<file path="src/rtl/mem_arbiter.sv">
// Two-requester memory port arbiter: icache reads and dcache reads/writes
// share one command channel; write bursts follow their command.
module mem_arbiter #(
  parameter int ADDR_W = 28,
  parameter int DATA_W = 128,
  parameter int BEATS  = 4
) (
  input  logic                clk,
  input  logic                reset,
  input  logic                ic_req_valid,
  output logic                ic_req_ready,
  input  logic [ADDR_W-1:0]   ic_req_addr,
  input  logic [3:0]          ic_req_tag,
  input  logic                dc_req_valid,
  output logic                dc_req_ready,
  input  logic                dc_req_rw,
  input  logic [ADDR_W-1:0]   dc_req_addr,
  input  logic [3:0]          dc_req_tag,
  input  logic                dc_data_valid,
  output logic                dc_data_ready,
  input  logic [DATA_W-1:0]   dc_data_bits,
  input  logic [DATA_W/8-1:0] dc_data_mask,
  output logic                mem_req_valid,
  input  logic                mem_req_ready,
  output logic                mem_req_rw,
  output logic [ADDR_W-1:0]   mem_req_addr,
  output logic [4:0]          mem_req_tag,
  output logic                mem_req_data_valid,
  input  logic                mem_req_data_ready,
  output logic [DATA_W-1:0]   mem_req_data_bits,
  output logic [DATA_W/8-1:0] mem_req_data_mask,
  input  logic                mem_resp_valid,
  input  logic [DATA_W-1:0]   mem_resp_data,
  input  logic [4:0]          mem_resp_tag,
  output logic                ic_resp_valid,
  output logic                dc_resp_valid,
  output logic [DATA_W-1:0]   resp_data,
  output logic [3:0]          resp_tag
);

  localparam int CNT_W = (BEATS > 1) ? $clog2(BEATS) : 1;
  localparam logic [CNT_W-1:0] LAST_BEAT = CNT_W'(BEATS - 1);

  typedef enum logic [1:0] {
    IDLE,
    CMD,
    WDATA
  } state_t;

  typedef enum logic {
    GNT_IC,
    GNT_DC
  } gnt_t;

  state_t           r_state;
  state_t           w_state_nxt;
  gnt_t             r_gnt;
  gnt_t             w_gnt_nxt;
  gnt_t             r_last;
  gnt_t             w_last_nxt;
  logic [CNT_W-1:0] r_cnt;
  logic [CNT_W-1:0] w_cnt_nxt;
  logic             w_sel_dc;
  logic             w_cmd_hs;
  logic             w_data_hs;

  assign w_sel_dc = (r_gnt == GNT_DC);

  always_ff @(posedge clk) begin
    if (reset) begin
      r_state <= IDLE;
      r_gnt   <= GNT_IC;
      r_last  <= GNT_DC;
      r_cnt   <= '0;
    end else begin
      r_state <= w_state_nxt;
      r_gnt   <= w_gnt_nxt;
      r_last  <= w_last_nxt;
      r_cnt   <= w_cnt_nxt;
    end
  end

  always_comb begin
    w_state_nxt        = r_state;
    w_gnt_nxt          = r_gnt;
    w_last_nxt         = r_last;
    w_cnt_nxt          = r_cnt;
    w_cmd_hs           = 1'b0;
    w_data_hs          = 1'b0;
    mem_req_valid      = 1'b0;
    ic_req_ready       = 1'b0;
    dc_req_ready       = 1'b0;
    mem_req_data_valid = 1'b0;
    dc_data_ready      = 1'b0;
    unique case (r_state)
      IDLE: begin
        if (ic_req_valid || dc_req_valid) begin
          // On a tie the side not served last wins
          if (ic_req_valid && dc_req_valid)
            w_gnt_nxt = (r_last == GNT_DC) ? GNT_IC : GNT_DC;
          else
            w_gnt_nxt = dc_req_valid ? GNT_DC : GNT_IC;
          w_last_nxt  = w_gnt_nxt;
          w_state_nxt = CMD;
        end
      end
      CMD: begin
        mem_req_valid = w_sel_dc ? dc_req_valid : ic_req_valid;
        ic_req_ready  = !w_sel_dc && mem_req_ready;
        dc_req_ready  = w_sel_dc && mem_req_ready;
        w_cmd_hs      = mem_req_valid && mem_req_ready;
        if (w_cmd_hs) begin
          if (w_sel_dc && dc_req_rw) begin
            w_state_nxt = WDATA;
            w_cnt_nxt   = '0;
          end else begin
            w_state_nxt = IDLE;
          end
        end
      end
      WDATA: begin
        mem_req_data_valid = dc_data_valid;
        dc_data_ready      = mem_req_data_ready;
        w_data_hs          = dc_data_valid && mem_req_data_ready;
        if (w_data_hs) begin
          if (r_cnt == LAST_BEAT) begin
            w_state_nxt = IDLE;
            w_cnt_nxt   = '0;
          end else begin
            w_cnt_nxt = r_cnt + 1'b1;
          end
        end
      end
      default: begin
        w_state_nxt = IDLE;
        w_cnt_nxt   = '0;
      end
    endcase
  end

  assign mem_req_addr = w_sel_dc ? dc_req_addr : ic_req_addr;
  assign mem_req_tag  = {w_sel_dc, w_sel_dc ? dc_req_tag : ic_req_tag};
  assign mem_req_rw   = w_sel_dc && dc_req_rw;

  assign mem_req_data_bits = dc_data_bits;
  assign mem_req_data_mask = dc_data_mask;

  // Responses bypass the FSM entirely
  assign ic_resp_valid = mem_resp_valid && !mem_resp_tag[4];
  assign dc_resp_valid = mem_resp_valid && mem_resp_tag[4];
  assign resp_data     = mem_resp_data;
  assign resp_tag      = mem_resp_tag[3:0];

endmodule

</file>
<file path="config.mk">
export PLATFORM = sky130hd
export DESIGN_NAME = mem_arbiter
export DESIGN_NICKNAME = d
export VERILOG_FILES = /design/src/rtl/mem_arbiter.sv
export SDC_FILE = /design/constraint.sdc
export NUM_CORES = 1
export LEC_CHECK = 0
export CAP_MARGIN = 20
export CORE_AREA = 3 3 260 262
export CTS_CLUSTER_DIAMETER = 50
export DETAILED_ROUTE_END_ITERATION = 10
export DIE_AREA = 0 0 263 265
export HOLD_SLACK_MARGIN = 0.06
export PLACE_DENSITY = 0.3
export SKIP_CTS_REPAIR_TIMING = 1
export SLEW_MARGIN = 5
export SYNTH_ARGS = -nofsm -noshare
export SYNTH_HDL_FRONTEND = slang
export SYNTH_SLANG_ARGS = --single-unit
</file>
<file path="constraint.sdc">
create_clock -name clk -period 1.3 [get_ports clk]
set_input_delay 0.26 -clock clk [delete_from_list [all_inputs] [get_ports clk]]
set_output_delay 0.26 -clock clk [all_outputs]
set_load 0.05 [all_outputs]
</file>
==> results of run 1 <==
==> final timing paths <==
| path | slack [ps] | end | cells past startpoint |
|---|---|---|---|
| worst max-delay path | -350 | mem_req_addr[13] | 4 |
| worst min-delay path | 490 | r_cnt[1] | 2 |
| worst max register to register | -10 | r_state[1] | 5 |
| worst min register to register | 490 | r_cnt[1] | 2 |
==> layer usage <==
layer / global-route usage / wire, um / vias to the layer above
met1: 0.0284 / 3920 / 659
met3: 0.0424 / 3510 / 116
li1: - / - / 581
met5: 0.0236 / 258 / -
met4: 0.0277 / 1070 / 12
met2: 0.0431 / 5210 / 312
==> sequential cells by signal, summed over array words and instances (netlist names) <==
| signal | flops |
|---|---|
| r_state | 2 |
| r_gnt | 1 |
| r_cnt | 2 |
| r_last | 1 |
==> power groups by stage <==
stage | combinational (uW) | clock, uW | sequential, uW
final | 1430 | 518 | 201
after global routing | 1500 | 544 | 201
after CTS | 1370 | 523 | 217
after detailed placement | 1370 | 0 | 219
after global placement | 1370 | 0 | 219
after floorplan | 2910 | 0 | 201
==> worst max-delay path, stage by stage, from the launching register on <==
cell and delay (ps):
dfxtp_4 360, buf_12 140, clkbuf_16 170, mux2_4 310
buf_12 150
==> cells by family after synthesis <==
logic type / count (synthesis)
compound gates: 11
fa+ha+maj: 1
buf+inv: 285
flops: 6
mux: 33
simple gates: 23
==> area by class of cell <==
class / count / area [um2] / share of cell area
Antenna cell: 3 / 7.51 / 0.00195
Clock buffer: 4 / 78.8 / 0.0205
Inverter: 2 / 12.5 / 0.00325
Multi-Input combinational cell: 68 / 752 / 0.195
Sequential cell: 6 / 125 / 0.0325
Tap cell: 864 / 1080 / 0.281
Timing Repair Buffer: 137 / 1800 / 0.466
==> per-stage QoR <==
step / instances / setup WS [ps] / instance area (um2) / hold WS [ps]
6_report: 1084 / -345 / 3850 / 492
2_1_floorplan: 359 / -139 / 2990 / 329
5_1_grt: 1081 / -392 / 3840 / 512
4_1_cts: 1075 / -494 / 3670 / 495
3_3_place_gp: 1071 / -317 / 3590 / 470
3_5_place_dp: 1071 / -333 / 3590 / 488
==> layout by cell type (no fill, tap or decap), drive strengths merged, types with 2 or more instances in the layout <==
cell type / Yosys / routed
nor2: 4 / 4
buf: 283 / 62
dfxtp: 6 / 6
nor3b: 2 / 2
a21oi: 4 / 4
inv: 2 / 2
nand4b: 2 / 2
clkbuf: 0 / 6
clkdlybuf4s50: 0 / 68
dlymetal6s2s: 0 / 5
o221ai: 2 / 2
nor2b: 2 / 2
mux2: 32 / 32
diode: 0 / 3
nand2: 5 / 5
==> results.cfg, run 1 <==
[run_status]
status = complete, but fails checks
violations = negative setup slack

[cts]
cts_buffers = 3
cts.sinks = 6
cts_root_buf = clkbuf_16
clk_pin_slew_ps = 40
clockBufferDepth = 2
insertion_delay_ps = 230
cts_tree = yes
cts.htree.levels = 1

[yosys]
synth_top_family_by_area = buffers and inverters
yosys.area_share.xor_xnor = 0
synth-async-reset-ratio = 0
ys_ff_latch = 6
synthSimpleGateAreaFrac = 0.0480
netlist.area_leader.share = 0.734
yosys-top-cells-count = buf_4 (278), mux2_2 (32), dfxtp_1 (6)
synthMuxAreaShare = 0.130
synth_most_common_cell = buf_4
synthAdderAreaFrac = 0.00440
ys_warn_count = 0
synthFlopType = dfxtp_1
yosys-top-cells-area = buf_4 (73%), mux2_2 (13%), dfxtp_1 (4.2%), a21oi_1 (0.70%), buf_2 (0.70%)
synth_area_per_cell_um2 = 7.92
syn_nets = 710
ys_seq_area_frac = 0.0423
synth.distinct_cells = 28
synth-compound-area-share = 0.0273
syn_inst = 359
synth_edf_count = 0
syn-cell-area_um2 = 2840
synth_top_cell_by_area = buf_4

[floorplan]
initial_core_util = 0.0433
placementRows = 94
die_w_um = 263
core-area_um2 = 65600
dieArea_um2 = 69700
pin_count = 667
fp.dieH_um = 265

[grt]
grt_usage = 0.0352
antenna_found_initial = 5
grt_max_degree = 14
grt_pass1_wl_um = 16400
grt-ovfl-total = 0
grt_pass1_vias = 1817

[detailed_routing]
first_iter_violations = 50
wirelength_um = 14000
wl_per_cell_um = 12.9
via_per_inst = 1.55
ant_nets = 0
drc_errors = 0
first_pass_iters = 4
vias = 1680

[setup_path]
path_max_fanout = 6
cp-end-kind = output pin
cp_data_required_time_ps = 1040
cp.arrival_ps = 1390
startpoint = r_gnt
cp-start-kind = flip-flop
path_class = flip-flop to output pin
timing.rr.start = r_gnt

[sta]
layout_setup_ws_ps = -345
relSlewSlack = 0.834
finalHoldViolations = 0
finalSetupTns_ps = -11310
finalCritPeriodShare = 1.27
finalClockSkew_ps = 2.76
min_period_ps = 1650
maxSlewViolCount = 0
max_freq_mhz = 608
rsz0062_at_grt = yes
setup_viol = 39
max_slew.worst_pin.slew_ps = 246

[placed_design]
gp_congestion = 0.578
port_buffers = 114
dpl.hpwl_um = 12000

[power_and_ir_drop]
power_uw = 2150
p_per_area_nw_per_um2 = 557
sw_frac_of_total = 0.357
p_leak_uw = 0.00124
switching_power_uw = 766
p_int_uw = 1380
seqPwrFrac = 0.093
ir_worst_vdd_v = 0.000447
p_comb_frac = 0.665
p_clk_frac = 0.241

[final_layout]
fillCellCount = 7742
layout-drive-gt1-share = 0.516
nets = 569
syn2layout_area_growth_pct = 35.5
finish.utilization = 0.0587

[hold_path]
hold_class = flip-flop to flip-flop
min_from = r_cnt[1]

[job]
maxCapViolCount = 0
Note: power is estimated with default switching activity, not from simulation.
==> run 2: changes to the inputs <==
--- a/config.mk
+++ b/config.mk
@@ -10,8 +10,9 @@
 export CTS_CLUSTER_DIAMETER = 50
 export DETAILED_ROUTE_END_ITERATION = 10
 export DIE_AREA = 0 0 263 265
+export GPL_ROUTABILITY_DRIVEN = 0
 export HOLD_SLACK_MARGIN = 0.06
-export PLACE_DENSITY = 0.3
+export PLACE_DENSITY_LB_ADDON = 0.25
 export SKIP_CTS_REPAIR_TIMING = 1
 export SLEW_MARGIN = 5
 export SYNTH_ARGS = -nofsm -noshare
==> run 2 against run 1 <==
Against the previous run: the flow still finishes with violations (negative setup slack); hold slack gained 2.1 ps; via count shrank 0.24%; die area is the same; clock power grew 3%; clock skew shrank 1.9 ps; utilization shrank 0.057 points; critical endpoint is now mem_req_addr[24]; non-clock buffer count shrank 3; global-route usage shrank 0.33 points; sequential power is essentially flat; maximum frequency grew 2.7%; sequential cell count is the same; critical path type unchanged; largest power group unchanged; sequential share of layout area grew 0.20 points.
==> results.cfg, run 2 (synthesized netlist as in run 1, its figures left out) <==
[run_status]
status = complete, but fails checks
violations = negative setup slack

[sta]
whs_ps = 494
finalHoldViolations = 0
max_freq_mhz = 624
max_slew.worst_pin.slew_ps = 261
finalClockSkew_ps = 0.836
min_period_ps = 1600
setup_viol = 40
layout_setup_ws_ps = -302
maxSlewViolCount = 0
relSlewSlack = 0.824
finalCritPeriodShare = 1.23
rsz0062_at_grt = yes

[setup_path]
cp_slowest_cell = dfxtp_4
path_class = flip-flop to output pin
timing.rr.start = r_gnt
cp.arrival_ps = 1340
cp_data_required_time_ps = 1040
crit_path_cell_trace = buf_12, mux2_2, buf_6
slowest_delay_ps = 380
timing.reg2reg.setup_slack_ps = -50
cp-end-kind = output pin
worstRegToRegCells = 5
r2r-end = r_state[1]
path_max_fanout = 17
cp-start-kind = flip-flop

[power_and_ir_drop]
switching_power_uw = 759
p_per_area_nw_per_um2 = 555
p_leak_uw = 0.00124
p_comb_frac = 0.652
p_int_uw = 1360
ir_worst_vdd_v = 0.000376
p_clk_frac = 0.252
seqPwrFrac = 0.096
sw_frac_of_total = 0.358

[cts]
cts.htree.levels = 1
clockBufferDepth = 2
cts_tree = yes
cts_root_buf = clkbuf_16
cts_buffers = 3
clk_pin_slew_ps = 40
cts.sinks = 6
insertion_delay_ps = 230

[grt]
grt_pass1_vias = 1888
grt_max_degree = 17
grt-ovfl-total = 0
antenna_found_initial = 2
grt_usage = 0.0319
grt_pass1_wl_um = 15000

[floorplan]
core-area_um2 = 65600
initial_core_util = 0.0433
die_w_um = 263
placementRows = 94
pin_count = 667
dieArea_um2 = 69700
fp.dieH_um = 265

[detailed_routing]
wirelength_um = 11900
first_iter_violations = 50
drc_errors = 0
wl_per_cell_um = 11.1
vias = 1676
ant_nets = 0
first_pass_iters = 2
via_per_inst = 1.55

[final_layout]
layout_commonest_cell = clkdlybuf4s50_1
finish.utilization = 0.0581
final_cell_mix = clkdlybuf4s50_1 (66), buf_12 (39), mux2_4 (27), buf_4 (16), dlymetal6s2s_1 (7)
nets = 566
syn2layout_area_growth_pct = 34.2
layout.cells.non_filler = 1079
reg.largest.list = r_cnt (2), r_state (2)
fillCellCount = 7736
final_area_um2 = 3810
layout-drive-gt1-share = 0.547

[placed_design]
port_buffers = 114
placed_area_um2 = 3570
dp_cells = 1070
dpl.hpwl_um = 10400

[job]
maxCapViolCount = 0

[hold_path]
min_to = r_cnt[1]
min_from = r_cnt[1]
hold_class = flip-flop to flip-flop
whs_path_depth = 2
-- run 2: power by group through the flow --
stage | Combinational [uW] | Clock (uW) | Sequential [uW]
after floorplan | 2910 | 0 | 201
after global placement | 1350 | 0 | 208
after detailed placement | 1350 | 0 | 207
after CTS | 1350 | 549 | 204
after global routing | 1440 | 559 | 205
final | 1380 | 533 | 203
-- run 2: layout make-up --
class                           instances  area [um2]  share of cell area
Clock buffer                            4        78.8              0.0207
Tap cell                              864        1080               0.283
Inverter                                2        7.51             0.00197
Timing Repair Buffer                  134        1720               0.451
Multi-Input combinational cell         68         793               0.208
Antenna cell                            1        2.50            0.000656
Sequential cell                         6         131              0.0344
-- run 2: worst max-delay path, delay by kind of cell, from the launching register on --
kind,cells,cell delay (ps)
buffers and inverters,2,330
muxes,1,360
DFF,1,380
-- run 2: how the worst max path moves through the flow --
stage | start | to | slack [ps] | cells after the start
2_1_floorplan | r_state[1] | dc_data_ready | -140 | 3
3_3_place_gp | dc_req_valid | r_state[1] | -380 | 5
3_5_place_dp | dc_req_valid | r_state[1] | -340 | 5
4_1_cts | r_gnt | mem_req_valid | -410 | 4
5_1_grt | r_gnt | mem_req_addr[24] | -350 | 3
6_report | r_gnt | mem_req_addr[24] | -300 | 3
-- run 2: per-stage QoR --
step / TNS [ps] / power (uW) / setup slack, ps
2_1_floorplan: -992 / 3110 / -139
3_3_place_gp: -5170 / 1560 / -380
3_5_place_dp: -5250 / 1560 / -337
4_1_cts: -12210 / 2110 / -415
5_1_grt: -11610 / 2210 / -349
6_report: -9750 / 2120 / -302
-- run 2: layer usage --
layer | vias up | wire [um] | global-route usage
met5 | - | 226 | 0.0223
li1 | 573 | - | -
met4 | 8 | 1130 | 0.0291
met3 | 106 | 2800 | 0.0365
met2 | 341 | 4420 | 0.0386
met1 | 648 | 3360 | 0.0256
==> run 3: changes to the inputs <==
--- a/config.mk
+++ b/config.mk
@@ -11,7 +11,6 @@
 export DETAILED_ROUTE_END_ITERATION = 10
 export DIE_AREA = 0 0 263 265
 export GPL_ROUTABILITY_DRIVEN = 0
-export HOLD_SLACK_MARGIN = 0.06
 export PLACE_DENSITY_LB_ADDON = 0.25
 export SKIP_CTS_REPAIR_TIMING = 1
 export SLEW_MARGIN = 5
==> results of run 3 <==
Same layout as run 2: the final DEF is identical, and so are final timing and power.
